**src/rtl/calc_pkg.sv**
```systemverilog
// Shared command and response encodings for the multi-channel calculator.
// Queue entries are declared next to their storage, sized by the user's DATA_W.
package calc_pkg;

  localparam int unsigned CMD_W  = 4;
  localparam int unsigned RESP_W = 2;

  typedef logic [CMD_W-1:0]  cmd_t;
  typedef logic [RESP_W-1:0] resp_t;

  localparam cmd_t CMD_NOP = 4'd0;
  localparam cmd_t CMD_ADD = 4'd1;
  localparam cmd_t CMD_SUB = 4'd2;
  localparam cmd_t CMD_SHL = 4'd5;
  localparam cmd_t CMD_SHR = 4'd6;

  localparam resp_t RESP_NONE = 2'd0;
  localparam resp_t RESP_OK   = 2'd1;
  localparam resp_t RESP_ERR  = 2'd2;

endpackage

```
**src/rtl/calc_ch_frontend.sv**
```systemverilog
// Per-channel request front end: two-cycle command/operand capture feeding a FIFO.
// ready is a pure function of registered state.
module calc_ch_frontend
  import calc_pkg::*;
#(
  parameter int unsigned DATA_W = 32,
  parameter int unsigned DEPTH  = 4
) (
  input  logic              c_clk,
  input  logic              reset_n,
  input  logic              run,
  input  cmd_t              req_cmd,
  input  logic [DATA_W-1:0] req_data,
  input  logic              pop,
  output logic              ready,
  output logic              empty,
  output cmd_t              head_cmd,
  output logic [DATA_W-1:0] head_op1,
  output logic [DATA_W-1:0] head_op2
);

  localparam int unsigned AW = $clog2(DEPTH);

  typedef struct packed {
    cmd_t              cmd;
    logic [DATA_W-1:0] op1;
    logic [DATA_W-1:0] op2;
  } entry_t;

  typedef enum logic {StIdle, StOpnd} state_e;

  state_e            state_q, state_d;
  cmd_t              cmd_q, cmd_d;
  logic [DATA_W-1:0] op1_q, op1_d;
  entry_t            mem_q [DEPTH];
  logic [AW-1:0]     wr_ptr_q, rd_ptr_q;
  logic [AW:0]       cnt_q, cnt_d;
  logic              push;

  // DEPTH is a power of two, so the count is full exactly when its top bit is set.
  assign ready    = run && (state_q == StIdle) && !cnt_q[AW];
  assign empty    = (cnt_q == '0);
  assign push     = (state_q == StOpnd);
  assign head_cmd = mem_q[rd_ptr_q].cmd;
  assign head_op1 = mem_q[rd_ptr_q].op1;
  assign head_op2 = mem_q[rd_ptr_q].op2;

  always_comb begin
    state_d = state_q;
    cmd_d   = cmd_q;
    op1_d   = op1_q;
    case (state_q)
      StIdle: begin
        if (ready && (req_cmd != CMD_NOP)) begin
          state_d = StOpnd;
          cmd_d   = req_cmd;
          op1_d   = req_data;
        end
      end
      StOpnd: state_d = StIdle;
    endcase
  end

  always_comb begin
    cnt_d = cnt_q;
    if (push && !pop) begin
      cnt_d = cnt_q + 1'b1;
    end else if (pop && !push) begin
      cnt_d = cnt_q - 1'b1;
    end
  end

  always_ff @(posedge c_clk or negedge reset_n) begin
    if (!reset_n) begin
      state_q  <= StIdle;
      cmd_q    <= CMD_NOP;
      op1_q    <= '0;
      wr_ptr_q <= '0;
      rd_ptr_q <= '0;
      cnt_q    <= '0;
    end else begin
      state_q <= state_d;
      cmd_q   <= cmd_d;
      op1_q   <= op1_d;
      cnt_q   <= cnt_d;
      if (push) begin
        wr_ptr_q <= wr_ptr_q + 1'b1;
      end
      if (pop) begin
        rd_ptr_q <= rd_ptr_q + 1'b1;
      end
    end
  end

  // Storage needs no reset: the pointers and count define which entries are live.
  always_ff @(posedge c_clk) begin
    if (push) begin
      mem_q[wr_ptr_q] <= '{cmd: cmd_q, op1: op1_q, op2: req_data};
    end
  end

endmodule

```
**src/rtl/calc_mc_core.sv**
```systemverilog
// Multi-channel calculator core: per-channel front ends, round-robin arbiter, shared ALU.
// Define CALC_SHIFT_EN to execute shift commands; otherwise they respond as invalid.
module calc_mc_core
  import calc_pkg::*;
#(
  parameter int unsigned NUM_CH = 4,
  parameter int unsigned DATA_W = 32,
  parameter int unsigned DEPTH  = 4
) (
  input  logic                     c_clk,
  input  logic                     reset_n,
  input  logic [NUM_CH*CMD_W-1:0]  req_cmd_in,
  input  logic [NUM_CH*DATA_W-1:0] req_data_in,
  output logic [NUM_CH-1:0]        ch_ready,
  output logic [NUM_CH*RESP_W-1:0] out_resp,
  output logic [NUM_CH*DATA_W-1:0] out_data
);

  localparam int unsigned PTR_W = (NUM_CH > 1) ? $clog2(NUM_CH) : 1;
  localparam logic [PTR_W-1:0] LAST_CH = PTR_W'(NUM_CH - 1);
`ifdef CALC_SHIFT_EN
  localparam int unsigned SH_W = $clog2(DATA_W);
`endif

  logic              run_q;
  logic [NUM_CH-1:0] empty, pop;
  cmd_t              head_cmd [NUM_CH];
  logic [DATA_W-1:0] head_op1 [NUM_CH];
  logic [DATA_W-1:0] head_op2 [NUM_CH];

  logic              gnt_vld;
  logic [PTR_W-1:0]  gnt_idx, cand, ptr_q, ptr_d;

  logic              disp_vld_q;
  logic [PTR_W-1:0]  disp_ch_q;
  cmd_t              disp_cmd_q;
  logic [DATA_W-1:0] disp_op1_q, disp_op2_q;

  logic [DATA_W:0]   sum;
  resp_t             alu_resp;
  logic [DATA_W-1:0] alu_data;

  logic              res_vld_q;
  logic [PTR_W-1:0]  res_ch_q;
  resp_t             res_resp_q;
  logic [DATA_W-1:0] res_data_q;

  // Release of reset_n is retimed so no command is taken on the release edge itself.
  always_ff @(posedge c_clk or negedge reset_n) begin
    if (!reset_n) begin
      run_q <= 1'b0;
    end else begin
      run_q <= 1'b1;
    end
  end

  for (genvar i = 0; i < NUM_CH; i++) begin : g_ch
    calc_ch_frontend #(
      .DATA_W(DATA_W),
      .DEPTH (DEPTH)
    ) u_frontend (
      .c_clk   (c_clk),
      .reset_n (reset_n),
      .run     (run_q),
      .req_cmd (req_cmd_in[i*CMD_W +: CMD_W]),
      .req_data(req_data_in[i*DATA_W +: DATA_W]),
      .pop     (pop[i]),
      .ready   (ch_ready[i]),
      .empty   (empty[i]),
      .head_cmd(head_cmd[i]),
      .head_op1(head_op1[i]),
      .head_op2(head_op2[i])
    );
  end

  // Scan downwards so the non-empty channel closest after the pointer wins.
  always_comb begin
    gnt_vld = 1'b0;
    gnt_idx = '0;
    cand    = '0;
    for (int k = NUM_CH - 1; k >= 0; k--) begin
      cand = PTR_W'((int'(ptr_q) + k) % NUM_CH);
      if (!empty[cand]) begin
        gnt_vld = 1'b1;
        gnt_idx = cand;
      end
    end
  end

  always_comb begin
    pop   = '0;
    ptr_d = ptr_q;
    if (gnt_vld) begin
      pop[gnt_idx] = 1'b1;
      ptr_d        = (gnt_idx == LAST_CH) ? '0 : gnt_idx + 1'b1;
    end
  end

  always_comb begin
    alu_resp = RESP_ERR;
    alu_data = '0;
    sum      = {1'b0, disp_op1_q} + {1'b0, disp_op2_q};
    case (disp_cmd_q)
      CMD_ADD: begin
        if (!sum[DATA_W]) begin
          alu_resp = RESP_OK;
          alu_data = sum[DATA_W-1:0];
        end
      end
      CMD_SUB: begin
        if (disp_op2_q <= disp_op1_q) begin
          alu_resp = RESP_OK;
          alu_data = disp_op1_q - disp_op2_q;
        end
      end
      CMD_SHL: begin
`ifdef CALC_SHIFT_EN
        alu_resp = RESP_OK;
        alu_data = disp_op1_q << disp_op2_q[SH_W-1:0];
`endif
      end
      CMD_SHR: begin
`ifdef CALC_SHIFT_EN
        alu_resp = RESP_OK;
        alu_data = disp_op1_q >> disp_op2_q[SH_W-1:0];
`endif
      end
      default: ;
    endcase
  end

  always_ff @(posedge c_clk or negedge reset_n) begin
    if (!reset_n) begin
      ptr_q      <= '0;
      disp_vld_q <= 1'b0;
      disp_ch_q  <= '0;
      disp_cmd_q <= CMD_NOP;
      disp_op1_q <= '0;
      disp_op2_q <= '0;
      res_vld_q  <= 1'b0;
      res_ch_q   <= '0;
      res_resp_q <= RESP_NONE;
      res_data_q <= '0;
    end else begin
      ptr_q      <= ptr_d;
      disp_vld_q <= gnt_vld;
      if (gnt_vld) begin
        disp_ch_q  <= gnt_idx;
        disp_cmd_q <= head_cmd[gnt_idx];
        disp_op1_q <= head_op1[gnt_idx];
        disp_op2_q <= head_op2[gnt_idx];
      end
      res_vld_q  <= disp_vld_q;
      res_ch_q   <= disp_ch_q;
      res_resp_q <= alu_resp;
      res_data_q <= alu_data;
    end
  end

  always_comb begin
    out_resp = {NUM_CH{RESP_NONE}};
    out_data = '0;
    for (int i = 0; i < NUM_CH; i++) begin
      if (res_vld_q && (res_ch_q == PTR_W'(i))) begin
        out_resp[i*RESP_W +: RESP_W] = res_resp_q;
        out_data[i*DATA_W +: DATA_W] = res_data_q;
      end
    end
  end

endmodule

```
**config.mk**
```make
export PLATFORM = sky130hd
export DESIGN_NAME = calc_mc_core
export DESIGN_NICKNAME = d
export VERILOG_FILES = /design/src/rtl/calc_pkg.sv /design/src/rtl/calc_ch_frontend.sv /design/src/rtl/calc_mc_core.sv
export SDC_FILE = /design/constraint.sdc
export NUM_CORES = 1
export LEC_CHECK = 0
export CELL_PAD_IN_SITES_DETAIL_PLACEMENT = 1
export CELL_PAD_IN_SITES_GLOBAL_PLACEMENT = 2
export CORE_MARGIN = 4
export CORE_UTILIZATION = 49
export DETAILED_ROUTE_END_ITERATION = 8
export GPL_ROUTABILITY_DRIVEN = 0
export MAX_ROUTING_LAYER = met4
export PLACE_DENSITY = 0.85
export SLEW_MARGIN = 0
export SYNTH_ARGS = -nofsm -noshare
export SYNTH_HDL_FRONTEND = slang
export SYNTH_HIERARCHICAL = 1
export SYNTH_SLANG_ARGS = --single-unit
```
**constraint.sdc**
```tcl
create_clock -name c_clk -period 8.7 [get_ports c_clk]
set_input_delay 2.61 -clock c_clk [delete_from_list [all_inputs] [get_ports c_clk]]
set_output_delay 2.61 -clock c_clk [all_outputs]
set_load 0.05 [all_outputs]
```
Word level (Yosys, flattened, before mapping)
Memories as Yosys holds them, arrays and structs flattened.
Index checks and enable logic that the tools add are counted.
{"block": "totals", "output_inout_bits": 140, "input_bits": 146, "ramBits": 1088, "wordCells": 201, "register_bits": 287, "n_memories": 4}
{"block": "op_classes", "bitwise": 5, "muxes": 67, "addsub": 22, "order_cmp": 8, "n_eq_ne": 6, "reduce_logical": 54}
{"name": "g_ch[0].u_frontend.mem_q", "depth": 4, "width": 68, "rd": 1, "rd_ports_with_merged_regs": 0, "wr": 1, "line": "calc_ch_frontend.sv:35", "text": "entry_t mem_q [DEPTH];"}
{"name": "g_ch[1].u_frontend.mem_q", "depth": 4, "width": 68, "rd": 1, "rd_ports_with_merged_regs": 0, "wr": 1, "line": "calc_ch_frontend.sv:35"}
{"name": "g_ch[2].u_frontend.mem_q", "depth": 4, "width": 68, "rd": 1, "rd_ports_with_merged_regs": 0, "wr": 1, "line": "calc_ch_frontend.sv:35"}
{"name": "g_ch[3].u_frontend.mem_q", "depth": 4, "width": 68, "rd": 1, "rd_ports_with_merged_regs": 0, "wr": 1, "line": "calc_ch_frontend.sv:35"}
{"op": "32-bit two-way mux", "n": 10}
{"op": "32-bit binary-select mux with 2-bit select", "n": 2}
{"op": "32-bit case mux with 2 select lines", "n": 1}
{"op": "32-bit by 32-bit adder with 33-bit output", "n": 1}
{"op": "32-bit <= comparator", "n": 1}
{"op": "32-bit subtractor", "n": 1}
{"op": "1-bit logical AND", "n": 25}
{"op": "3-bit two-way mux", "n": 8}
{"op": "2-bit two-way mux", "n": 11}
{"op": "1-bit two-way mux", "n": 21}
{"op": "2-bit by 1-bit adder with 2-bit output, second input constant", "n": 10}
{"op": "4-bit nonzero test", "n": 4}
{"op": "2-bit by 3-bit less-than comparator with 1-bit output, second input constant", "n": 5}
{"op": "3-bit by 1-bit adder with 3-bit output, second input constant", "n": 4}
{"op": "1-bit zero test", "n": 12}
{"op": "3-bit zero test", "n": 4}
{"op": "4-bit two-way mux", "n": 3}
{"op": "3-bit by 1-bit subtractor with 3-bit output, second input constant", "n": 4}
{"op": "1-bit binary-select mux with 2-bit select", "n": 4}
{"op": "4-bit binary-select mux with 2-bit select", "n": 1}
{"op": "1-bit case mux with 2 select lines", "n": 4}
{"op": "2-bit AND reduction", "n": 4}
{"op": "2-bit nonzero test", "n": 4}
{"op": "2-bit equality test, second input constant", "n": 3}
{"op": "other kinds (11)", "n": 15}

Depth between registers and ports, before layout
Gate-level depths: netlist of run 1.
{"block": "depth", "word_depth": 15, "mapped_depth": 17, "mapped_depth_nobuf": 15}

Hierarchy
Netlist of run 1, hierarchy kept.
{"module": "calc_ch_frontend (g_ch[0].u_frontend ...)", "n_inst": 3, "area_each_um2": 11700.0, "seq_area_each_um2": 9268.9, "cells_each": 468}
{"module": "calc_ch_frontend (g_ch[1].u_frontend)", "n_inst": 1, "area_each_um2": 11695.0, "seq_area_each_um2": 9268.9, "cells_each": 472}
{"module": "calc_mc_core", "n_inst": 1, "area_each_um2": 10433.8, "seq_area_each_um2": 2777.7, "cells_each": 1492}

Worst setup path before layout of run 1
OpenSTA, ideal clock, no wires.
{"block": "synth_timing", "path_type": "register -> output", "from": "reg res_ch_q[1]", "to": "out out_data[10]", "required_ps": 6090, "path_stages_with_launch": 4, "setup_slack_ps": 4615, "arrival_ps": 1475, "n_path_buf": 1, "cell_sequence": "dfrtp_1 nor3b_1 clkbuf_1 and2_1"}
{"block": "synth_between", "elab_chain_len": 3}
{"item": "start: declaration", "line": "calc_mc_core.sv:44", "text": "logic [PTR_W-1:0] res_ch_q;"}
{"item": "start signal: assignment", "line": "calc_mc_core.sv:154", "text": "res_ch_q <= disp_ch_q;"}
{"item": "2-bit zero test", "line": "calc_mc_core.sv:164", "text": "if (res_vld_q && (res_ch_q == PTR_W'(i))) begin"}
{"item": "1-bit logical AND", "line": "calc_mc_core.sv:164"}
{"item": "32-bit two-way mux", "line": "calc_mc_core.sv:164"}
{"item": "end: declaration", "line": "calc_mc_core.sv:16", "text": "output logic [NUM_CH*DATA_W-1:0] out_data"}
No other way between the ends.

Final worst setup path of run 1
{"block": "layout_timing", "from": "reg res_ch_q[1]", "to": "out out_data[70]"}
{"block": "layout_between", "elab_chain_len": 3}
{"item": "2-bit equality test", "line": "calc_mc_core.sv:164"}
{"item": "1-bit logical AND", "line": "calc_mc_core.sv:164"}
{"item": "32-bit two-way mux", "line": "calc_mc_core.sv:164"}
No other way between the ends.

==> results.md, run 1 <==
- Crit-path slowest cell: clkdlybuf4s50_1
- Slew headroom: 0.301
- Core Region: 116000 µm²
- P_int: 16.3 mW
- Leak: 23.3 nW
- Syn. warnings: 6
- Clock Latency Late Sink: 0.76 ns
- Cell taking the most area after synthesis: edfxtp_1
- Routed wire length per instance: 29.2 µm
- Slowest cell delay on critical path: 0.80 ns
- Global route total overflow: 0
- R2R Path Start: g_ch[2].u_frontend/cnt_q[2]$_DFFE_PN0P_
- Sink count of the clock tree: 1375
- Fmax: 176 MHz
- CTS tree: yes
- Setup slack, reg-to-reg: 3.93 ns
- First-pass GRT wire length: approximately 230 mm
- Half-perimeter wire length after placement: 99.2 mm
- Sequential area share after synthesis: 0.696
- Cells resized by post-CTS repair: 0
- Clock root buffer: clkbuf_16
- Average vias per placed instance: a little under 6
- Syn Inst Count: roughly 3400
- Post-Syn Area: 57200 µm²
- Via count: 31400
- Worst EP required: slightly above 6 ns
- Worst Path Max Fanout: 34
- Max Transition Viols Final: 0
- Hold slack: roughly 0.36 ns
- Layout net count: ~4000
- Tmin final: 5.68 ns
- Drt pass-1 iters: 5
- Number of global-route vias before repair: 33100
- Clk_skew: 0.0382 ns
- Max Root-Sink Buffers: 3
- CTS buffer count: 138
- Io pins: 286
- Fin crit share: 0.653
- CP startpoint kind: flop
- Avg Cell Area, Syn: 17.0 µm²
- Status: completed
- Initial antenna violation count: 6
- Final setup fails: 0
- Worst R2R End: g_ch[0].u_frontend/cnt_q[2]$_DFFE_PN0P_
- Syn nets: around 3600
- CP delay by family, top: simple AND/OR/NAND/NOR gates
- Die H: 350 µm
- Total die area: approximately 120000 µm²
- Largest net degree at the start of global routing: 112
- I/O Buffers: between 200 and 300
- Synth async-reset ratio: 0.209
- Logic pwr share: 0.401
- Starting DRT DRC Count: 3185
- WP data arrival: 3.07 ns
- Global Route Usage Sum: 0.263
- Reg2Reg Depth: 16
- Worst slew pin tran: 1.05 ns
- Post-synth EDFFs: between 1000 and 1500
- Hold path start: disp_vld_q$_DFF_PN0_
- Pwr/cell area: 405 nW/µm²
- Crit path capture type: output pin
- Hold Vio Cnt, Final: 0
- RSZ-0062 raised after global routing: no
- H-Tree Depth: 4
- Top_reg_cell synth: edfxtp_1
- Most frequent cells in the layout: edfxtp_1 (1088), nand2_1 (374), clkdlybuf4s50_1 (284)
- Hold Crit Depth: 0
- Area grow syn2layout: 15.0%
- Commonest non-fill, non-tap cell in the layout: edfxtp_1
- Synth top area cells: edfxtp_1 (57%), dfrtp_1 (13%), mux4_2 (11%)
- Hold endpoint: res_vld_q$_DFF_PN0_
- Switching share of total power: 0.391
- Final TNS setup: 0 ns
- Net Sw Power: 10.4 mW
- Top cell type's share of synthesized area: 0.571
- Sequential power share: 0.383
- Clock slew at reported path FFs: 0.06 ns
- WP buf/inv: 1
- CP Depth: 4
- # rows: approximately 130
- DRC Markers: 0
- Clock power share: 0.217
- Yosys reg bits: between 1000 and 1500
- DRT Wirelength: 154 mm
- WS Path Type: reg -> out
- Final antenna-violating net count: 0
- Netlist cell types: 90
- Die width: 350 µm
- Worst VDD drop: around 0.24 mV
- Cts hold-fix bufs: 0
- Setup bufs post-CTS: 0
- Worst hold path class: reg -> reg
- Cell Chain, Critical Path: nand2_1, nor2_2, and2_1, clkdlybuf4s50_1
- Max Cap Viol: 0
- Share of cells above drive strength 1: 0.191
- Initial Util: 0.493
-- logic make-up (layout without fill, tap and decap cells) --
| family | count (synthesis) | in the layout | synth area share |
|---|---|---|---|
| flip-flops | 1375 | 1375 | 0.696 |
| AND/OR/NAND/NOR | 816 | 816 | 0.0687 |
| multiplexers | 413 | 413 | 0.142 |
| AO/OA/AOI/OAI | 375 | 375 | 0.0445 |
| buffers and inverters | 270 | 659 | 0.0232 |
| adder cells (fa/ha/maj) | 94 | 94 | 0.0213 |
| XOR/XNOR | 24 | 24 | 0.00367 |
| other | 1 | 3 | 0.0000655 |
-- worst max-delay path by stage --
| stage | startpoint | endpoint | slack, ns |
|---|---|---|---|
| after global placement | res_ch_q[1]$_DFF_PN0_ | out_data[75] | 3.82 |
| after detailed placement | res_ch_q[1]$_DFF_PN0_ | out_data[95] | 3.74 |
| after floorplan | res_ch_q[1]$_DFF_PN0_ | out_data[10] | 4.62 |
| after global routing | res_ch_q[1]$_DFF_PN0_ | out_data[68] | 2.80 |
| after CTS | res_ch_q[1]$_DFF_PN0_ | out_data[95] | 2.91 |
| final | res_ch_q[1]$_DFF_PN0_ | out_data[70] | 3.02 |
-- state kept, by name, summed over array words and instances, names as in the netlist --
signal	count
run_q	1
res_vld_q	1
ptr_q	2
disp_op2_q	32
res_data_q	32
g_ch.u_frontend/push	4
disp_ch_q	2
disp_op1_q	32
res_ch_q	2
g_ch.u_frontend/cmd_q	16
disp_cmd_q	4
g_ch.u_frontend/cnt_q	12
g_ch.u_frontend/wr_ptr_q	8
disp_vld_q	1
g_ch.u_frontend/mem_q	1088
g_ch.u_frontend/rd_ptr_q	8
res_resp_q	2
g_ch.u_frontend/op1_q	128
-- Yosys cell counts (all sizes together) (6+ instances only) --
cell type  number
edfxtp       1088
nor3b           7
mux4          272
xor2           16
a21o           17
inv            87
or2             8
o31ai          16
a2bb2oi         9
buf            83
nand3         138
fa              6
a22o            9
nand4           6
o22a            9
a21oi          73
o21bai         11
nand2b         15
nor2b          12
a31oi          10
mux2          137
clkbuf         98
dfrtp         287
a221oi         23
and2          158
a211oi         10
nand2         375
xnor2           8
ha             88
o21a           12
nor2           54
o21ai         129
nor3           25
-- layout make-up --
cell class / count / area, µm²
fill: 10500 / 50200
sequential: 1375 / 39900
multi-input combinational: 1723 / 16100
clock buffer: 193 / 3900
timing repair buffer: 323 / 3160
tap: 1524 / 1910
clock inverter: 54 / 480
inverter: 89 / 344
antenna: 2 / 5.00
-- power groups by stage --
stage	Sequential [mW]	Combinational [mW]	Clock, mW
6_report	10.2	10.7	5.79
5_1_grt	10.4	11.4	6.19
4_1_cts	10.2	10.7	5.89
3_5_place_dp	10.3	10.6	0
3_3_place_gp	10.2	10.5	0
2_1_floorplan	9.67	7.27	0
-- worst register-to-register path, delay by kind of cell (launching register included) --
family          cells  cell delay, ns
compound gates      2            0.34
simple gates        4            0.84
buf+inv             5            1.70
fa+ha+maj           3            1.08
flops               1            0.44
xor+xnor            2            0.31
-- per-layer routing --
| metal | wire length (µm) | track usage | share of wire | vias up |
|---|---|---|---|---|
| li1 | - | - | - | 13500 |
| met1 | 63700 | 0.352 | 0.41 | 16500 |
| met2 | 76500 | 0.423 | 0.50 | 1206 |
| met3 | 9570 | 0.0404 | 0.062 | 216 |
| met4 | 4470 | 0.0777 | 0.029 | 0 |
| met5 | 0 | - | 0 | - |
-- per-stage QoR --
stage / worst slack, ns / instance area [µm²] / power [mW] / utilization / std cells
2_1_floorplan: 4.62 / 57200 / 16.9 / - / 3368
3_3_place_gp: 3.82 / 61400 / 20.6 / 0.529 / 5034
3_5_place_dp: 3.74 / 61400 / 21.0 / 0.529 / 5034
4_1_cts: 2.91 / 65800 / 26.9 / 0.567 / 5281
5_1_grt: 2.80 / 65800 / 28.0 / 0.567 / 5282
6_report: 3.02 / 65800 / 26.7 / 0.567 / 5283
No activity file was read; power rests on OpenSTA's default activity.
==> inputs of run 2 (changes only) <==
CORE_UTILIZATION = 45   (was 49)
PLACE_DENSITY = 0.79   (was 0.85)
clock period = 5.63 ns   (was 8.7 ns; I/O delays follow)
==> run 2 against run 1 <==
Net effect:
- clock skew increased by 0.0020 ns
- non-clock buffer count increased by 7
- sequential share of layout area decreased by 0.57 points
==> results.md, run 2 (same netlist as run 1, synthesis figures left out) <==
- Pwr/cell area: 628 nW/µm² (+55%)
- Initial Util: 0.455 (-0.0386)
- DRT Wirelength: 154 mm (-0.13%)
- Final TNS setup: 0 ns (unchanged)
- Via count: 30900 (-1.5%)
- Global route total overflow: 0 (unchanged)
- Clock slew at reported path FFs: 0.06 ns (about the same)
- Slowest cell delay on critical path: 0.80 ns (about the same)
- DRC Markers: 0 (unchanged)
- Clock power share: 0.228 (+0.011)
- Average vias per placed instance: 5.68 (-4.3%)
- Tmin final: 4.66 ns
- Die H: 365 µm (+4.3%)
- Worst slew pin tran: 1.11 ns (+0.0576 ns)
- Switching share of total power: 0.385 (-0.00566)
- Pre-CTS setup slack: 1.68 ns (-2.06 ns)
- Most frequent cells in the layout: edfxtp_1 (1088), nand2_1 (374), clkdlybuf4s50_1 (284)
- I/O Buffers: 285 (unchanged)
- Total die area: 133000 µm² (+8.7%)
- Worst EP required: 3.94 ns (-2.15 ns)
- Hold Vio Cnt, Final: 0 (unchanged)
- Initial antenna violation count: 9 (+3)
- Commonest non-fill, non-tap cell in the layout: edfxtp_1
- Clock root buffer: clkbuf_16
- Sequential power share: 0.380 (-0.003)
- Layout net count: 3902 (+0.31%)
- FF+latch area: 39900 µm² (about the same)
- Crit-path slowest cell: clkdlybuf4s50_1
- Largest Register: g_ch.u_frontend/mem_q
- WP buf/inv: 1 (unchanged)
- Area of the multi-input gates: 16100 µm² (about the same)
- CP delay by family, top: simple AND/OR/NAND/NOR gates
- RSZ-0062 raised after global routing: no
- P_int: 25.7 mW (+58%)
- Largest regs: g_ch.u_frontend/mem_q (1088), g_ch.u_frontend/op1_q (128)
- WS Path Type: reg -> out
- Net Sw Power: 16.1 mW (+54%)
- Final setup fails: 0 (unchanged)
- Routed wire length per instance: 28.3 µm (-3.0%)
- Core Region: 126000 µm² (+8.5%)
- Max Transition Viols Final: 0 (unchanged)
- Leak: 23.5 nW (+0.98%)
- # rows: 130 (+4.0%)
- First-pass GRT wire length: 226 mm (-0.89%)
- Number of global-route vias before repair: 32500 (-2.0%)
- Max Cap Viol: 0 (unchanged)
- Setup bufs post-CTS: 0 (unchanged)
- Logic pwr share: 0.392 (-0.009)
- Cts hold-fix bufs: 0 (unchanged)
- CTS tree: yes
- Fin crit share: 0.827
- Clock Latency Late Sink: 0.76 ns (about the same)
- Fmax: about 210 MHz
- Clk_skew: 0.0402 ns (+0.00200 ns)
- Io pins: 286 (unchanged)
- Worst Path Max Fanout: 34 (unchanged)
- Global Route Usage Sum: 0.241 (-0.0221)
- H-Tree Depth: 4 (unchanged)
- Largest register FFs: 1088 (unchanged)
- Largest net degree at the start of global routing: 82 (-27%)
- WP data arrival: 2.97 ns (-0.10 ns)
- Half-perimeter wire length after placement: 101 mm (+1.4%)
- Final worst-path setup slack: 0.972 ns (-2.05 ns)
- Drt pass-1 iters: 5 (unchanged)
- Cell Chain, Critical Path: nand2_1, nor2_2, and2_1, clkdlybuf4s50_1
- Die width: 365 µm (+4.3%)
- CTS buffer count: 143 (+3.6%)
- Area grow syn2layout: 16.1%
- Status: completed
- CP startpoint kind: flop
- Final antenna-violating net count: 0 (unchanged)
- Worst VDD drop: 0.410 mV (+70%)
- Slew headroom: 0.257 (-0.0441)
- Crit path capture type: output pin
- Max Root-Sink Buffers: 3 (unchanged)
- Sink count of the clock tree: 1375 (unchanged)
- Share of cells above drive strength 1: 0.194 (+0.00281)
- Worst hold path class: reg -> reg
- Starting DRT DRC Count: 2917 (-8.4%)
- Fillcell total: 11600 (+11%)
- Cells resized by post-CTS repair: 0 (unchanged)
run 2: cell count changes in the layout (fill, tap and decap cells not counted), moves of 5 or more:
cell       delta
diode_2       +7
clkbuf_8     -11
clkbuf_1      +5
clkbuf_16     +8
bufinv_16     +9
buf_12        +6
clkinv_2      +6
run 2: power by group through the flow:
stage               combinational (mW)  sequential, mW  clock, mW
detailed placement                16.4            16.1          0
finish                            16.4            15.9       9.51
global placement                  16.2            15.9          0
floorplan                         11.2            14.9          0
CTS                               16.5            15.9       9.69
global route                      17.5            16.2       10.2
run 2: per-layer routing:
layer,GRT usage,share of wire,vias up,wire [µm]
li1,-,-,13500,-
met1,0.328,0.43,16300,66100
met2,0.376,0.48,954,74200
met3,0.0428,0.062,161,9500
met4,0.0709,0.027,0,4170
met5,-,0,-,0
run 2: path summary, 6_finish.rpt:
| kind | start | cells after the start | endpoint | slack [ns] |
|---|---|---|---|---|
| max in group asynchronous | reset_n | 2 | disp_op2_q[29]$_DFFE_PN0P_ | 3.55 |
| worst max register to register | disp_op1_q[0]$_DFFE_PN0P_ | 11 | res_data_q[13]$_DFF_PN0_ | 1.77 |
| worst min-delay path | disp_vld_q$_DFF_PN0_ | 0 | res_vld_q$_DFF_PN0_ | 0.36 |
| min in group asynchronous | reset_n | 1 | g_ch[0].u_frontend/op1_q[24]$_DFFE_PN0P_ | 1.00 |
| worst max-delay path | res_ch_q[1]$_DFF_PN0_ | 4 | out_data[76] | 0.97 |
| worst min register to register | disp_vld_q$_DFF_PN0_ | 0 | res_vld_q$_DFF_PN0_ | 0.36 |
run 2: worst register-to-register path, stage by stage (launching register included):
cell and delay, ns:
dfrtp_1 0.35, inv_1 0.06, ha_1 0.23, fa_1 0.42
nand3b_1 0.20, a21oi_1 0.36, o41ai_4 0.16, a211o_1 0.30
a21oi_1 0.39, o31a_2 0.81, a22oi_1 0.22, a21boi_1 0.28
run 2: cell type report:
| class | count | area share |
|---|---|---|
| flip-flops and latches | 1375 | 0.600 |
| multi-input cells | 1723 | 0.243 |
| clock buffers | 195 | 0.0598 |
| repair buffers | 330 | 0.0494 |
| well taps | 1650 | 0.0311 |
| clock inverters | 68 | 0.0113 |
| inverters | 89 | 0.00518 |
| diodes | 9 | 0.000339 |
run 2: per-stage QoR:
stage                     instance area (µm²)  utilization  power, mW  hold slack (ns)  cells
after floorplan                         57200            -       26.2            0.331   3368
after global placement                  61700        0.490       32.1            0.337   5167
after detailed placement                61700        0.490       32.5            0.348   5167
after CTS                               66400        0.528       42.1            0.363   5430
after global routing                    66400        0.528       43.9            0.368   5435
final                                   66400        0.528       41.8            0.363   5439
